[src/rtl/fb_pingpong_ctrl_pkg.sv]
// Shared frame geometry and controller state encoding for the frame-buffer block.
// The VGA block imports the same geometry for its address math.
package fb_pkg;

    localparam int PIXEL_COLUMN = 80;
    localparam int PIXEL_ROW    = 60;
    localparam int FRAME_WORDS  = PIXEL_COLUMN * PIXEL_ROW;

    typedef enum logic [1:0] {
        S_IDLE,
        S_FILL0,
        S_RUN,
        S_HOLD
    } state_t;

endpackage

[src/rtl/fb_pingpong_ctrl_if.sv]
// Producer pixel stream: one beat per cycle when valid & ready.
// sof marks the first pixel of a frame.
interface fb_pingpong_ctrl_if #(
    parameter int DATA_W = 16
) ();

    logic              valid;
    logic              sof;
    logic [DATA_W-1:0] data;
    logic              ready;

    modport master (output valid, output sof, output data, input  ready);
    modport slave  (input  valid, input  sof, input  data, output ready);

endinterface

[src/rtl/fb_bank_mux.sv]
// Combinational steering between the two RAM banks.
// The back bank gets the write pointer and write enable. The front bank gets the
// range-checked VGA address, and its read data goes back to the VGA engine.
// When both selects point at the same bank (before display starts), the write side wins.
module fb_bank_mux
    import fb_pkg::*;
#(
    parameter int DATA_W  = 16,
    parameter int VADDR_W = 20,
    parameter int BADDR_W = 13
) (
    input  logic               front_sel,
    input  logic               back_sel,
    input  logic               we,
    input  logic [BADDR_W-1:0] wr_addr,
    input  logic [DATA_W-1:0]  wdata,
    input  logic [VADDR_W-1:0] vga_addr,
    output logic [DATA_W-1:0]  vga_data,
    output logic [BADDR_W-1:0] bank0_addr,
    output logic               bank0_we,
    output logic [DATA_W-1:0]  bank0_wdata,
    input  logic [DATA_W-1:0]  bank0_rdata,
    output logic [BADDR_W-1:0] bank1_addr,
    output logic               bank1_we,
    output logic [DATA_W-1:0]  bank1_wdata,
    input  logic [DATA_W-1:0]  bank1_rdata
);

    logic [BADDR_W-1:0] rd_addr;

    // Any VGA address outside the frame (including stray high bits) reads word 0.
    assign rd_addr = (vga_addr < VADDR_W'(FRAME_WORDS)) ? vga_addr[BADDR_W-1:0] : '0;

    assign bank0_addr  = back_sel ? rd_addr : wr_addr;
    assign bank1_addr  = back_sel ? wr_addr : rd_addr;
    assign bank0_we    = we & ~back_sel;
    assign bank1_we    = we &  back_sel;
    assign bank0_wdata = wdata;
    assign bank1_wdata = wdata;
    assign vga_data    = front_sel ? bank1_rdata : bank0_rdata;

endmodule

[src/rtl/fb_pingpong_ctrl.sv]
// Ping-pong frame-buffer controller.
// The producer fills the back bank while VGA reads the front bank. The banks swap
// on a VGA end-of-frame pulse, and only once the back bank holds a complete frame.
module fb_pingpong_ctrl
    import fb_pkg::*;
#(
    parameter int DATA_W  = 16,
    parameter int VADDR_W = 20,
    parameter int BADDR_W = 13
) (
    input  logic               i_clk_25M,
    input  logic               i_rst,
    input  logic               i_enable,
    fb_pingpong_ctrl_if.slave  wr,
    output logic               o_start_display,
    input  logic [VADDR_W-1:0] i_vga_addr,
    input  logic               i_vga_finish,
    output logic [DATA_W-1:0]  o_vga_data,
    output logic [BADDR_W-1:0] o_bank0_addr,
    output logic               o_bank0_we,
    output logic [DATA_W-1:0]  o_bank0_wdata,
    input  logic [DATA_W-1:0]  i_bank0_rdata,
    output logic [BADDR_W-1:0] o_bank1_addr,
    output logic               o_bank1_we,
    output logic [DATA_W-1:0]  o_bank1_wdata,
    input  logic [DATA_W-1:0]  i_bank1_rdata,
    output logic               o_front_bank,
    output logic               o_swap,
    output logic [15:0]        o_drop_cnt
);

    localparam logic [BADDR_W-1:0] LAST_PTR = BADDR_W'(FRAME_WORDS - 1);

    state_t             state, state_nxt;
    logic [BADDR_W-1:0] wr_ptr, wr_addr;
    logic               back_full, back_full_nxt;
    logic               ready, ready_nxt;
    logic               front, start, swap;
    logic [15:0]        drop_cnt;
    logic               accept, last_beat, hold_finish, fill_done, back_sel;

    assign accept      = wr.valid & ready;
    assign last_beat   = accept & ~wr.sof & (wr_ptr == LAST_PTR);
    assign hold_finish = (state == S_HOLD) & i_vga_finish;
    assign fill_done   = (state == S_FILL0) & back_full;
    // Until display runs, front and back are both bank 0.
    assign back_sel    = (state == S_RUN || state == S_HOLD) ? ~front : 1'b0;
    // A sof beat always lands at address 0, whatever the pointer held.
    assign wr_addr     = (accept & wr.sof) ? '0 : wr_ptr;

    // Next-state logic. Ready is precomputed here so that it drops the cycle after the last beat.
    always_comb begin
        state_nxt     = state;
        back_full_nxt = back_full;
        case (state)
            S_IDLE:  if (i_enable) state_nxt = S_FILL0;
            S_FILL0: if (back_full) begin
                         state_nxt     = S_RUN;
                         back_full_nxt = 1'b0;
                     end
            S_RUN:   if (back_full) state_nxt = S_HOLD;
            S_HOLD:  if (i_vga_finish) begin
                         state_nxt     = S_RUN;
                         back_full_nxt = 1'b0;
                     end
            default: state_nxt = S_IDLE;
        endcase
        if (last_beat) back_full_nxt = 1'b1;
        ready_nxt = (state_nxt == S_FILL0 || state_nxt == S_RUN) && !back_full_nxt;
    end

    // State, handshake and bank-select registers.
    always_ff @(posedge i_clk_25M or posedge i_rst) begin
        if (i_rst) begin
            state     <= S_IDLE;
            back_full <= 1'b0;
            ready     <= 1'b0;
            front     <= 1'b0;
            start     <= 1'b0;
            swap      <= 1'b0;
        end else begin
            state     <= state_nxt;
            back_full <= back_full_nxt;
            ready     <= ready_nxt;
            swap      <= hold_finish;
            if (hold_finish)    front <= ~front;
            else if (fill_done) front <= 1'b0;
            if (fill_done)      start <= 1'b1;
        end
    end

    // Write pointer: sof resyncs to 1, the last word wraps to 0, and a swap rewinds.
    always_ff @(posedge i_clk_25M or posedge i_rst) begin
        if (i_rst)                        wr_ptr <= '0;
        else if (hold_finish)             wr_ptr <= '0;
        else if (accept && wr.sof)        wr_ptr <= BADDR_W'(1);
        else if (last_beat)               wr_ptr <= '0;
        else if (accept)                  wr_ptr <= wr_ptr + BADDR_W'(1);
    end

    // Count VGA frames that repeat because the back bank was not ready. Saturates at the top.
    always_ff @(posedge i_clk_25M or posedge i_rst) begin
        if (i_rst)
            drop_cnt <= '0;
        else if (state == S_RUN && !back_full && i_vga_finish && drop_cnt != 16'hFFFF)
            drop_cnt <= drop_cnt + 16'd1;
    end

    fb_bank_mux #(.DATA_W(DATA_W), .VADDR_W(VADDR_W), .BADDR_W(BADDR_W)) u_mux (
        .front_sel   (front),
        .back_sel    (back_sel),
        .we          (accept),
        .wr_addr     (wr_addr),
        .wdata       (wr.data),
        .vga_addr    (i_vga_addr),
        .vga_data    (o_vga_data),
        .bank0_addr  (o_bank0_addr),
        .bank0_we    (o_bank0_we),
        .bank0_wdata (o_bank0_wdata),
        .bank0_rdata (i_bank0_rdata),
        .bank1_addr  (o_bank1_addr),
        .bank1_we    (o_bank1_we),
        .bank1_wdata (o_bank1_wdata),
        .bank1_rdata (i_bank1_rdata)
    );

    assign wr.ready        = ready;
    assign o_start_display = start;
    assign o_front_bank    = front;
    assign o_swap          = swap;
    assign o_drop_cnt      = drop_cnt;

endmodule

[src/flat_wrapper.sv]
// flat-port wrapper written by rule: the top's interface ports become plain ports
module fb_pingpong_ctrl_flat import fb_pkg::*;
#(
    parameter int DATA_W  = 16,
    parameter int VADDR_W = 20,
    parameter int BADDR_W = 13
)
  (i_clk_25M, i_rst, i_enable, o_start_display, i_vga_addr, i_vga_finish, o_vga_data, o_bank0_addr, o_bank0_we, o_bank0_wdata, i_bank0_rdata, o_bank1_addr, o_bank1_we, o_bank1_wdata, i_bank1_rdata, o_front_bank, o_swap, o_drop_cnt, wr_valid, wr_sof, wr_data, wr_ready);
  fb_pingpong_ctrl_if #(.DATA_W(DATA_W)) wr_i ();
  input  logic i_clk_25M;
  input  logic i_rst;
  input  logic i_enable;
  output logic o_start_display;
  input  logic [VADDR_W-1:0] i_vga_addr;
  input  logic i_vga_finish;
  output logic [DATA_W-1:0] o_vga_data;
  output logic [BADDR_W-1:0] o_bank0_addr;
  output logic o_bank0_we;
  output logic [DATA_W-1:0] o_bank0_wdata;
  input  logic [DATA_W-1:0] i_bank0_rdata;
  output logic [BADDR_W-1:0] o_bank1_addr;
  output logic o_bank1_we;
  output logic [DATA_W-1:0] o_bank1_wdata;
  input  logic [DATA_W-1:0] i_bank1_rdata;
  output logic o_front_bank;
  output logic o_swap;
  output logic [15:0] o_drop_cnt;
  input wire logic [$bits(wr_i.valid)-1:0] wr_valid;
  input wire logic [$bits(wr_i.sof)-1:0] wr_sof;
  input wire logic [$bits(wr_i.data)-1:0] wr_data;
  output wire logic [$bits(wr_i.ready)-1:0] wr_ready;
  assign wr_i.valid = wr_valid;
  assign wr_i.sof = wr_sof;
  assign wr_i.data = wr_data;
  assign wr_ready = wr_i.ready;
  fb_pingpong_ctrl #(.DATA_W(DATA_W), .VADDR_W(VADDR_W), .BADDR_W(BADDR_W)) u_core (.i_clk_25M(i_clk_25M), .i_rst(i_rst), .i_enable(i_enable), .wr(wr_i), .o_start_display(o_start_display), .i_vga_addr(i_vga_addr), .i_vga_finish(i_vga_finish), .o_vga_data(o_vga_data), .o_bank0_addr(o_bank0_addr), .o_bank0_we(o_bank0_we), .o_bank0_wdata(o_bank0_wdata), .i_bank0_rdata(i_bank0_rdata), .o_bank1_addr(o_bank1_addr), .o_bank1_we(o_bank1_we), .o_bank1_wdata(o_bank1_wdata), .i_bank1_rdata(i_bank1_rdata), .o_front_bank(o_front_bank), .o_swap(o_swap), .o_drop_cnt(o_drop_cnt));
endmodule
[config.mk]
export PLATFORM = sky130hd
export DESIGN_NAME = fb_pingpong_ctrl_flat
export DESIGN_NICKNAME = d
export VERILOG_FILES = /design/src/rtl/fb_pingpong_ctrl_pkg.sv /design/src/rtl/fb_pingpong_ctrl_if.sv /design/src/rtl/fb_bank_mux.sv /design/src/rtl/fb_pingpong_ctrl.sv /design/src/flat_wrapper.sv
export SDC_FILE = /design/constraint.sdc
export NUM_CORES = 1
export LEC_CHECK = 0
export BUFFER_PORTS_ARGS = -buffer_cell sky130_fd_sc_hd__buf_2
export CORE_ASPECT_RATIO = 1.2
export CORE_MARGIN = 2
export CORE_UTILIZATION = 43
export DETAILED_ROUTE_END_ITERATION = 8
export PLACE_DENSITY = 0.81
export SETUP_SLACK_MARGIN = 0.3
export SLEW_MARGIN = 30
export SYNTH_ARGS = -nofsm -noshare
export SYNTH_HDL_FRONTEND = slang
export SYNTH_SLANG_ARGS = --single-unit
[constraint.sdc]
create_clock -name i_clk_25M -period 2.51 [get_ports i_clk_25M]
set_input_delay 0.502 -clock i_clk_25M [delete_from_list [all_inputs] [get_ports i_clk_25M]]
set_output_delay 0.502 -clock i_clk_25M [all_outputs]
set_load 0.05 [all_outputs]
== Yosys cells after proc, flatten, opt, wreduce, memory -nomap -nowiden ==
Index checks and enable logic that the tools add are counted.
Word-level totals
  bits in registers: 36
  word-level logic and storage cells: 61
Cells by class
  reduce and logical (&&, ||, !) cells: 12
  magnitude comparators: 1
  multiplexer cells: 20
  add/sub/neg operators: 2
  bitwise operators: 11
  eq/ne operators: 7
Operators with widths (count)
  two-way mux 13 bit: 8
  < comparator 20 x 13 -> 1 bit, second input constant: 1
  adder 16 x 1 -> 16 bit, second input constant: 1
  two-way mux 16 bit: 1
  inequality test 16 bit, second input constant: 1
  adder 13 x 1 -> 13 bit, second input constant: 1
  equality test 13 bit, second input constant: 1
  bitwise AND 1 bit: 8
  two-way mux 2 bit: 4
  case mux 2 bit (4 select lines): 1
  equality test 2 bit, second input constant: 3
  logical AND 1 bit: 5
  two-way mux 1 bit: 5
  equality test 2 x 1 -> 1 bit, second input constant: 2
  nonzero test 4 bit: 1
  inverter 1 bit: 3
  logical NOT 1 bit: 2
  logical NOT 2 bit: 1
  logical OR 1 bit: 2
  case mux 1 bit (2 select lines): 1
  nonzero test 2 bit: 1

== Longest topological paths before layout ==
Gate-level depths: netlist (run 1).
  depth after elaboration: 6
  depth in mapped cells: 7

== By module ==
From an unflattened synthesis (run 1), not the netlist that was laid out.
Unflattened totals
  cell total of the unflattened synthesis: 332
  area, all modules: 2989.1 um^2
By module, submodules not included
  fb_pingpong_ctrl: area an instance 1931.9 um^2, cells each 198, instances 1
  fb_bank_mux: area an instance 1057.3 um^2, cells each 134, instances 1

== Worst setup path before layout (run 1) ==
Ideal clock, no wire load.
  kind: reg-to-output
  start point: register u_core.front (netlist: u_core.o_front_bank)
  end point: output o_bank0_addr[10]
  data required time: 2008 ps
  data arrival time: 1958 ps
  setup slack: 50 ps
  stages on the path, launching flop included: 6
  buffers on the path: 2
  path through: dfrtp_1 > buf_2 > nor2_2 > a31oi_1 > buf_2 > a32o_1
Between the ends
  cells in the longest elaborated chain, start to end: 3
RTL lines
  start, declared: line fb_pingpong_ctrl.sv:38  | logic front, start, swap;
  start signal, assigned: line fb_pingpong_ctrl.sv:86  | if (hold_finish) front <= ~front;
  inverter 1 bit: line fb_pingpong_ctrl.sv:47  | assign back_sel = (state == S_RUN || state == S_HOLD) ? ~front : 1'b0;
  two-way mux 1 bit: line fb_pingpong_ctrl.sv:47
  two-way mux 13 bit: line fb_bank_mux.sv:34  | assign bank0_addr = back_sel ? rd_addr : wr_addr;
  end, declared: line flat_wrapper.sv:17  | output logic [BADDR_W-1:0] o_bank0_addr;
Every way passes these cells.

== Final worst setup path (run 1) ==
  start point: input i_vga_addr[6]
  end point: output o_bank0_addr[2]
Between the ends
  cells in the longest elaborated chain, start to end: 3
RTL lines
  start, declared: line flat_wrapper.sv:14  | input logic [VADDR_W-1:0] i_vga_addr;
  < comparator 20 x 13 -> 1 bit: line fb_bank_mux.sv:32  | assign rd_addr = (vga_addr < VADDR_W'(FRAME_WORDS)) ? vga_addr[BADDR_W-1:0] : '0;
  two-way mux 13 bit: line fb_bank_mux.sv:32
  two-way mux 13 bit: line fb_bank_mux.sv:34
Every way passes these cells.

==> results of run 1 <==
[worst max path at each step]
stage                     cells past startpoint  slack (ns)               to
after detailed placement                      7       -0.07  o_bank0_addr[8]
after global placement                        7       -0.02  o_bank0_addr[6]
final                                         7        0.08  o_bank0_addr[2]
after global routing                          7        0.05  o_bank1_addr[8]
after CTS                                     7        0.13  o_bank0_addr[8]
after floorplan                               4        0.22  o_bank0_addr[0]
[sequential cells by signal, summed over array words and instances (netlist names)]
signal and flops:
u_core.o_drop_cnt 16, u_core.wr_ptr 13, u_core.state 2, u_core.back_full 1
u_core.o_front_bank 1, u_core.o_start_display 1, u_core.o_swap 1, u_core.wr.ready 1
[what timing repair did]
item | in CTS | in global routing
pin swaps | 7 | 2
resized for setup | 97 | 5
endpoints found under the setup margin | 26 | 26
gates cloned | 1 | 0
setup buffers | 5 | 1
[per-stage QoR]
step | setup slack, ns | setup TNS (ns)
after floorplan | 0.219 | 0
after global placement | -0.0175 | -0.122
after detailed placement | -0.0694 | -0.851
after CTS | 0.126 | 0
after global routing | 0.0469 | 0
final | 0.0778 | 0
[cell type report]
type                    count  area, µm²  area share
inverters                   4       15.0     0.00397
multi-input cells         190       1670       0.441
clock buffers               6       72.6      0.0192
repair buffers            139       1020       0.269
well taps                  82        103      0.0271
clock inverters             1       5.00     0.00132
flip-flops and latches     36        903       0.239
[worst max-delay path, cell delays in order]
cell      delay, ns
buf_6          0.09
a21o_1         0.21
a211o_4        0.37
a211oi_4       0.27
buf_6          0.20
a22o_4         0.14
buf_8          0.14
[logic make-up (layout without fill, tap and decap cells)]
family | Yosys count | after routing | share of synthesized area
AOI/OAI and AO/OA | 67 | 67 | 0.207
and+or+nand+nor | 84 | 84 | 0.185
muxes | 19 | 19 | 0.0795
buffers and inverters | 50 | 150 | 0.124
adders and majority gates | 2 | 2 | 0.00935
DFF | 36 | 36 | 0.337
xor gates and xnor gates | 18 | 18 | 0.0589
[Yosys cell counts, drive strengths merged]
cell type	count	area share
or3	2	0.0047
o21bai	1	0.0028
and4bb	1	0.0047
and4	3	0.0098
o311ai	2	0.0065
mux2	18	0.076
a21oi	4	0.0075
xor2	1	0.0033
a32o	4	0.015
a31oi	5	0.012
o22a	1	0.0033
a41oi	1	0.0033
nor2	15	0.022
o211ai	5	0.014
a211oi	2	0.015
or4	1	0.0028
a21o	3	0.0084
nor3b	5	0.016
a32oi	1	0.0033
dfrtp	36	0.34
ha	2	0.0093
and2	1	0.0023
nor3	6	0.015
clkbuf	4	0.0065
o21a	3	0.0084
inv	4	0.0056
a22o	24	0.079
o21ai	8	0.016
nor4	7	0.016
mux2i	1	0.0037
nor4b	1	0.0033
nand2	15	0.021
buf	42	0.11
a211o	1	0.0033
xnor2	17	0.056
o41ai	1	0.0061
o2111ai	1	0.0033
nand2b	2	0.0047
nand3	10	0.025
nor2b	1	0.0023
nand4bb	1	0.0042
and3	6	0.014
nand4	7	0.016
[per-layer routing]
metal / GRT usage / up-vias / part of all wire
met5: 0 / - / 0
met4: 0.0818 / 0 / 0.031
met3: 0.0520 / 22 / 0.057
met2: 0.402 / 105 / 0.52
met1: 0.263 / 1228 / 0.40
li1: - / 1206 / -
[power by group through the flow]
stage	combinational, W	clock (W)	sequential (W)
detailed placement	0.000230	0	0.000611
global placement	0.000225	0	0.000610
finish	0.000272	0.000384	0.000603
floorplan	0.000283	0	0.000603
global route	0.000289	0.000421	0.000603
CTS	0.000266	0.000397	0.000602
==> summary.md, run 1 <==
| Metric | Value |
|---|---|
| CTS Buf Count | `5` |
| Root buf cell | `clkbuf_8` |
| Final cell count without fillers | `458` |
| Worst Setup Start Kind | `primary input` |
| Leakage | `1.81 nW` |
| Synthesized flop and latch total | `36` |
| 1st-pass router iterations | `4` |
| Final setup viols | `0` |
| Reg2reg start | `u_core.wr_ptr[0]` |
| CTS Buffer Depth | `2` |
| CTS tree | `built` |
| ANT nets after route | `0` |
| Initial antenna violation count | `0` |
| Post-route clock period utilization | `0.969` |
| Reg power frac | `0.479` |
| Worst R2R Path Depth | `5` |
| Initial Util | `0.445` |
| FF-to-FF End | `u_core.wr_ptr[0]` |
| Hold_buf cts | `0` |
| Clock-pin slew on the worst setup and hold paths | `0.07 ns` |
| Slew headroom | `0.532` |
| Largest net degree at the start of global routing | `37` |
| Detailed Route WL | `8030 µm` |
| Synth Cell Area | `0.00268 mm²` |
| R2R setup slack | `approximately 0.66 ns` |
| Chip height | `90.4 µm` |
| Comb pwr share | `0.216` |
| CP Class | `in -> out` |
| Syn avg cell area | `9.70 µm²` |
| Post-Place Cell Area | `0.00318 mm²` |
| Power per cell area | `332 mW/mm²` |
| Die W | `76.0 µm` |
| Final core utilization | `0.630` |
| Maxcap violations | `0` |
| DR DRC count | `0` |
| Sink Count | `36` |
| Via density | `approximately 5.6` |
| Sequential element share of the synthesized area | `0.337` |
| Mapped Cells | `276` |
| Total GRT Usage | `0.225` |
| Commonest non-fill, non-tap cell in the layout | `buf_2` |
| Worst-margin pin slew | `0.703 ns` |
| Final HPWL DP | `5380 µm` |
| Final Hold Viols | `0` |
| Clock power share | `0.305` |
| Dpl cells | `444` |
| Vias in the first global route | `2526` |
| Total gr overflow | `0` |
| Commonest non-fill, non-tap cells in the layout | `93 x buf_2, 34 x dfrtp_1, 19 x buf_8` |
| Critical Path Sink Type | `output port` |
| WP data required | `2.01 ns` |
| Port buffer count | `around 120` |
| Worst Path Arrival | `1.93 ns` |
| Run status | `complete, no violations` |
| Final nets | `452` |
| Peak supply drop | `around 0.29 mV` |
| RSZ-0062 raised after global routing | `yes` |
| Filler cells | `481` |
| Final GP Congestion | `roughly 0.8` |
| Psw | `0.000377 W` |
| Yosys Warn Count | `0` |
| Layout cell share with drive strength beyond 1 | `0.556` |
| Syn_nets | `between 300 and 400` |
| Clk_skew | `0.00154 ns` |
| Antenna diode count | `0` |
| First-pass GRT wire length | `12700 µm` |
| Min-Delay Path Class | `in -> async` |
| Min cycle time layout | `2.43 ns` |
| Post-synth cell types | `55` |
| CP startpoint | `i_vga_addr[6]` |
| # rows | `31` |
| Wirelength per Cell | `17.5 µm` |
| CORE AREA | `~0.0060 mm²` |
| Switching Share | `0.299` |
| Die area | `0.00687 mm²` |
| Skew-Pair Late Insertion Delay | `0.28 ns` |
| Area delta synth->final | `41.4%` |
| Internal Dissipation | `roughly 0.00088 W` |
| Pins Over Slew Limit | `0` |
| H-tree Lvls | `2` |
| Hold WS | `between 0.3 and 0.4 ns` |
| Max Fanout on Critical Path | `8` |
| Initial detailed-routing violation count | `164` |
| Via count | `2561` |
| I/O pins | `170` |
| Total power | `0.00126 W` |
| Fmax | `411 MHz` |
| Post-route cell area | `0.00378 mm²` |
Power figures use the tool's default switching activity.
==> run 2, diff against run 1 <==
CELL_PAD_IN_SITES_DETAIL_PLACEMENT = 0   (was unset)
CELL_PAD_IN_SITES_GLOBAL_PLACEMENT = 1   (was unset)
CORE_UTILIZATION = 30   (was 43)
PLACE_DENSITY = unset   (was 0.81)
PLACE_DENSITY_LB_ADDON = 0.1   (was unset)
==> summary.md, run 2 (synthesis gave the netlist of run 1 again) <==
| Metric | Value |
|---|---|
| WL met3 | `347 µm` |
| Fmax | `424 MHz` |
| CTS Buf Count | `5` |
| Initial Util | `0.311` |
| Power per cell area | `342 mW/mm²` |
| Final TNS setup | `0 ns` |
| Total GRT Usage | `0.159` |
| Pins Over Slew Limit | `0` |
| Clk_skew | `0.00728 ns` |
| Peak supply drop | `slightly above 0.2 mV` |
| H-tree Lvls | `2` |
| CP Class | `in -> out` |
| Layout cell share with drive strength beyond 1 | `0.557` |
| Initial detailed-routing violation count | `63` |
| Hold_buf cts | `0` |
| CORE AREA | `~0.0086 mm²` |
| Final Hold Viols | `0` |
| ANT nets after route | `0` |
| # rows | `37` |
| Critical-path top delay cell | `a211o_4` |
| Worst-margin pin slew | `0.557 ns` |
| Final GP Congestion | `0.786` |
| Max Fanout on Critical Path | `8` |
| Pre-CTS WS | `-0.0344 ns` |
| Max reg flops | `16` |
| Min cycle time layout | `2.36 ns` |
| Total gr overflow | `0` |
| First-pass GRT wire length | `12600 µm` |
| Min-Delay Path Class | `in -> async` |
| Critical Path Sink Type | `output port` |
| Chip height | `between 100 and 150 µm` |
| Clock-pin slew on the worst setup and hold paths | `~0.070 ns` |
| Commonest non-fill, non-tap cells in the layout | `93 x buf_2, 34 x dfrtp_1, 19 x buf_4` |
| Vias in the first global route | `around 2600` |
| Post-route clock period utilization | `0.939` |
| CTS Buffer Depth | `2` |
| Initial antenna violation count | `0` |
| Port buffer count | `121` |
| Sink Count | `36` |
| Crit path cell chain | `buf_6 -> a21o_1 -> a211o_4 -> a211oi_4 -> buf_6 -> a22o_2 -> buf_8` |
| WP data required | `2.01 ns` |
| Die area | `0.00970 mm²` |
| Via count | `2509` |
| Skew-Pair Late Insertion Delay | `0.29 ns` |
| Final setup viols | `0` |
| WL met1 | `3110 µm` |
| Detailed Route WL | `a little under 8000 µm` |
| I/O pins | `170` |
| Run status | `complete, no violations` |
| CTS tree | `built` |
| 1st-pass router iterations | `4` |
| Met2 wire length | `4170 µm` |
| Root buf cell | `clkbuf_8` |
| Antenna diode count | `0` |
| CP dominant cell by count | `buf_6` |
| Hold WS | `0.210 ns` |
| Via density | `5.06` |
| RSZ-0062 raised after global routing | `yes` |
| Maxcap violations | `0` |
| Final nets | `454` |
| Area delta synth->final | `42.2%` |
| Largest net degree at the start of global routing | `20` |
| Commonest non-fill, non-tap cell in the layout | `buf_2` |
| Worst Path Arrival | `around 1.9 ns` |
| Wirelength per Cell | `15.7 µm` |
| Worst Setup Start Kind | `primary input` |
| Crit-path max cell delay | `0.36 ns` |
| Final WS setup | `around 0.15 ns` |
| Slew headroom | `0.626` |
| DR DRC count | `0` |
| Leakage | `1.80 nW` |
| Highest routed layer | `met4` |
| Final HPWL DP | `5800 µm` |
| Die W | `90.2 µm` |
[run 2: cell count changes in the layout (fill, tap and decap cells not counted), sizes merged]
| cell | delta |
|---|---|
| buf | +2 |
| clkbuf | +2 |
| clkinv | -1 |
[run 2: per-layer routing]
| metal | GRT usage | vias to the layer above |
|---|---|---|
| met5 | 0 | - |
| met4 | 0.0484 | 0 |
| met3 | 0.0315 | 12 |
| met2 | 0.301 | 82 |
| met1 | 0.179 | 1204 |
| li1 | - | 1211 |
[run 2: metrics by stage]
step / utilization / std cells / power [W] / area, µm²
floorplan: - / 276 / 0.000886 / 2710
global placement: 0.378 / 483 / 0.000843 / 3250
detailed placement: 0.378 / 483 / 0.000846 / 3250
CTS: 0.434 / 494 / 0.00132 / 3740
global route: 0.442 / 496 / 0.00138 / 3810
finish: 0.442 / 496 / 0.00130 / 3810
[run 2: path summary, 6_finish.rpt]
kind / start / endpoint / cells past startpoint / slack, ns
min in group i_clk_25M: u_core.o_start_display / u_core.o_start_display / 1 / 0.49
max reg2reg: u_core.wr_ptr[0] / u_core.wr_ptr[0] / 5 / 0.68
min reg2reg: u_core.o_start_display / u_core.o_start_display / 1 / 0.49
max: i_vga_addr[6] / o_bank1_addr[8] / 7 / 0.15
max in group asynchronous: i_rst / u_core.state[1] / 3 / 1.73
min: i_rst / u_core.o_drop_cnt[12] / 2 / 0.21
[run 2: cell type report]
type | instances | area (µm²)
Clock buffer | 8 | 90.1
Multi-Input combinational cell | 190 | 1640
Fill cell | 869 | 4800
Tap cell | 117 | 146
Timing Repair Buffer | 141 | 1010
Inverter | 4 | 15.0
Sequential cell | 36 | 903
[run 2: timing repair]
item                       4_1_cts  5_1_grt
resized for setup               88       12
setup endpoints to repair       26       26
cloned                           0        1
pin swaps                        8        4
setup buffers                    3        1
[run 2: power breakdown]
group / leakage (nW) / switching, W / internal, W
logic: 1.27 / 0.000162 / 0.000109
clock network: 0.0455 / 0.000205 / 0.000224
registers: 0.486 / 0.0000152 / 0.000586
[run 2: critical path, delay by kind of cell]
kind | cells | cell delay, ns
buf+inv | 3 | 0.40
compound gates | 4 | 0.95
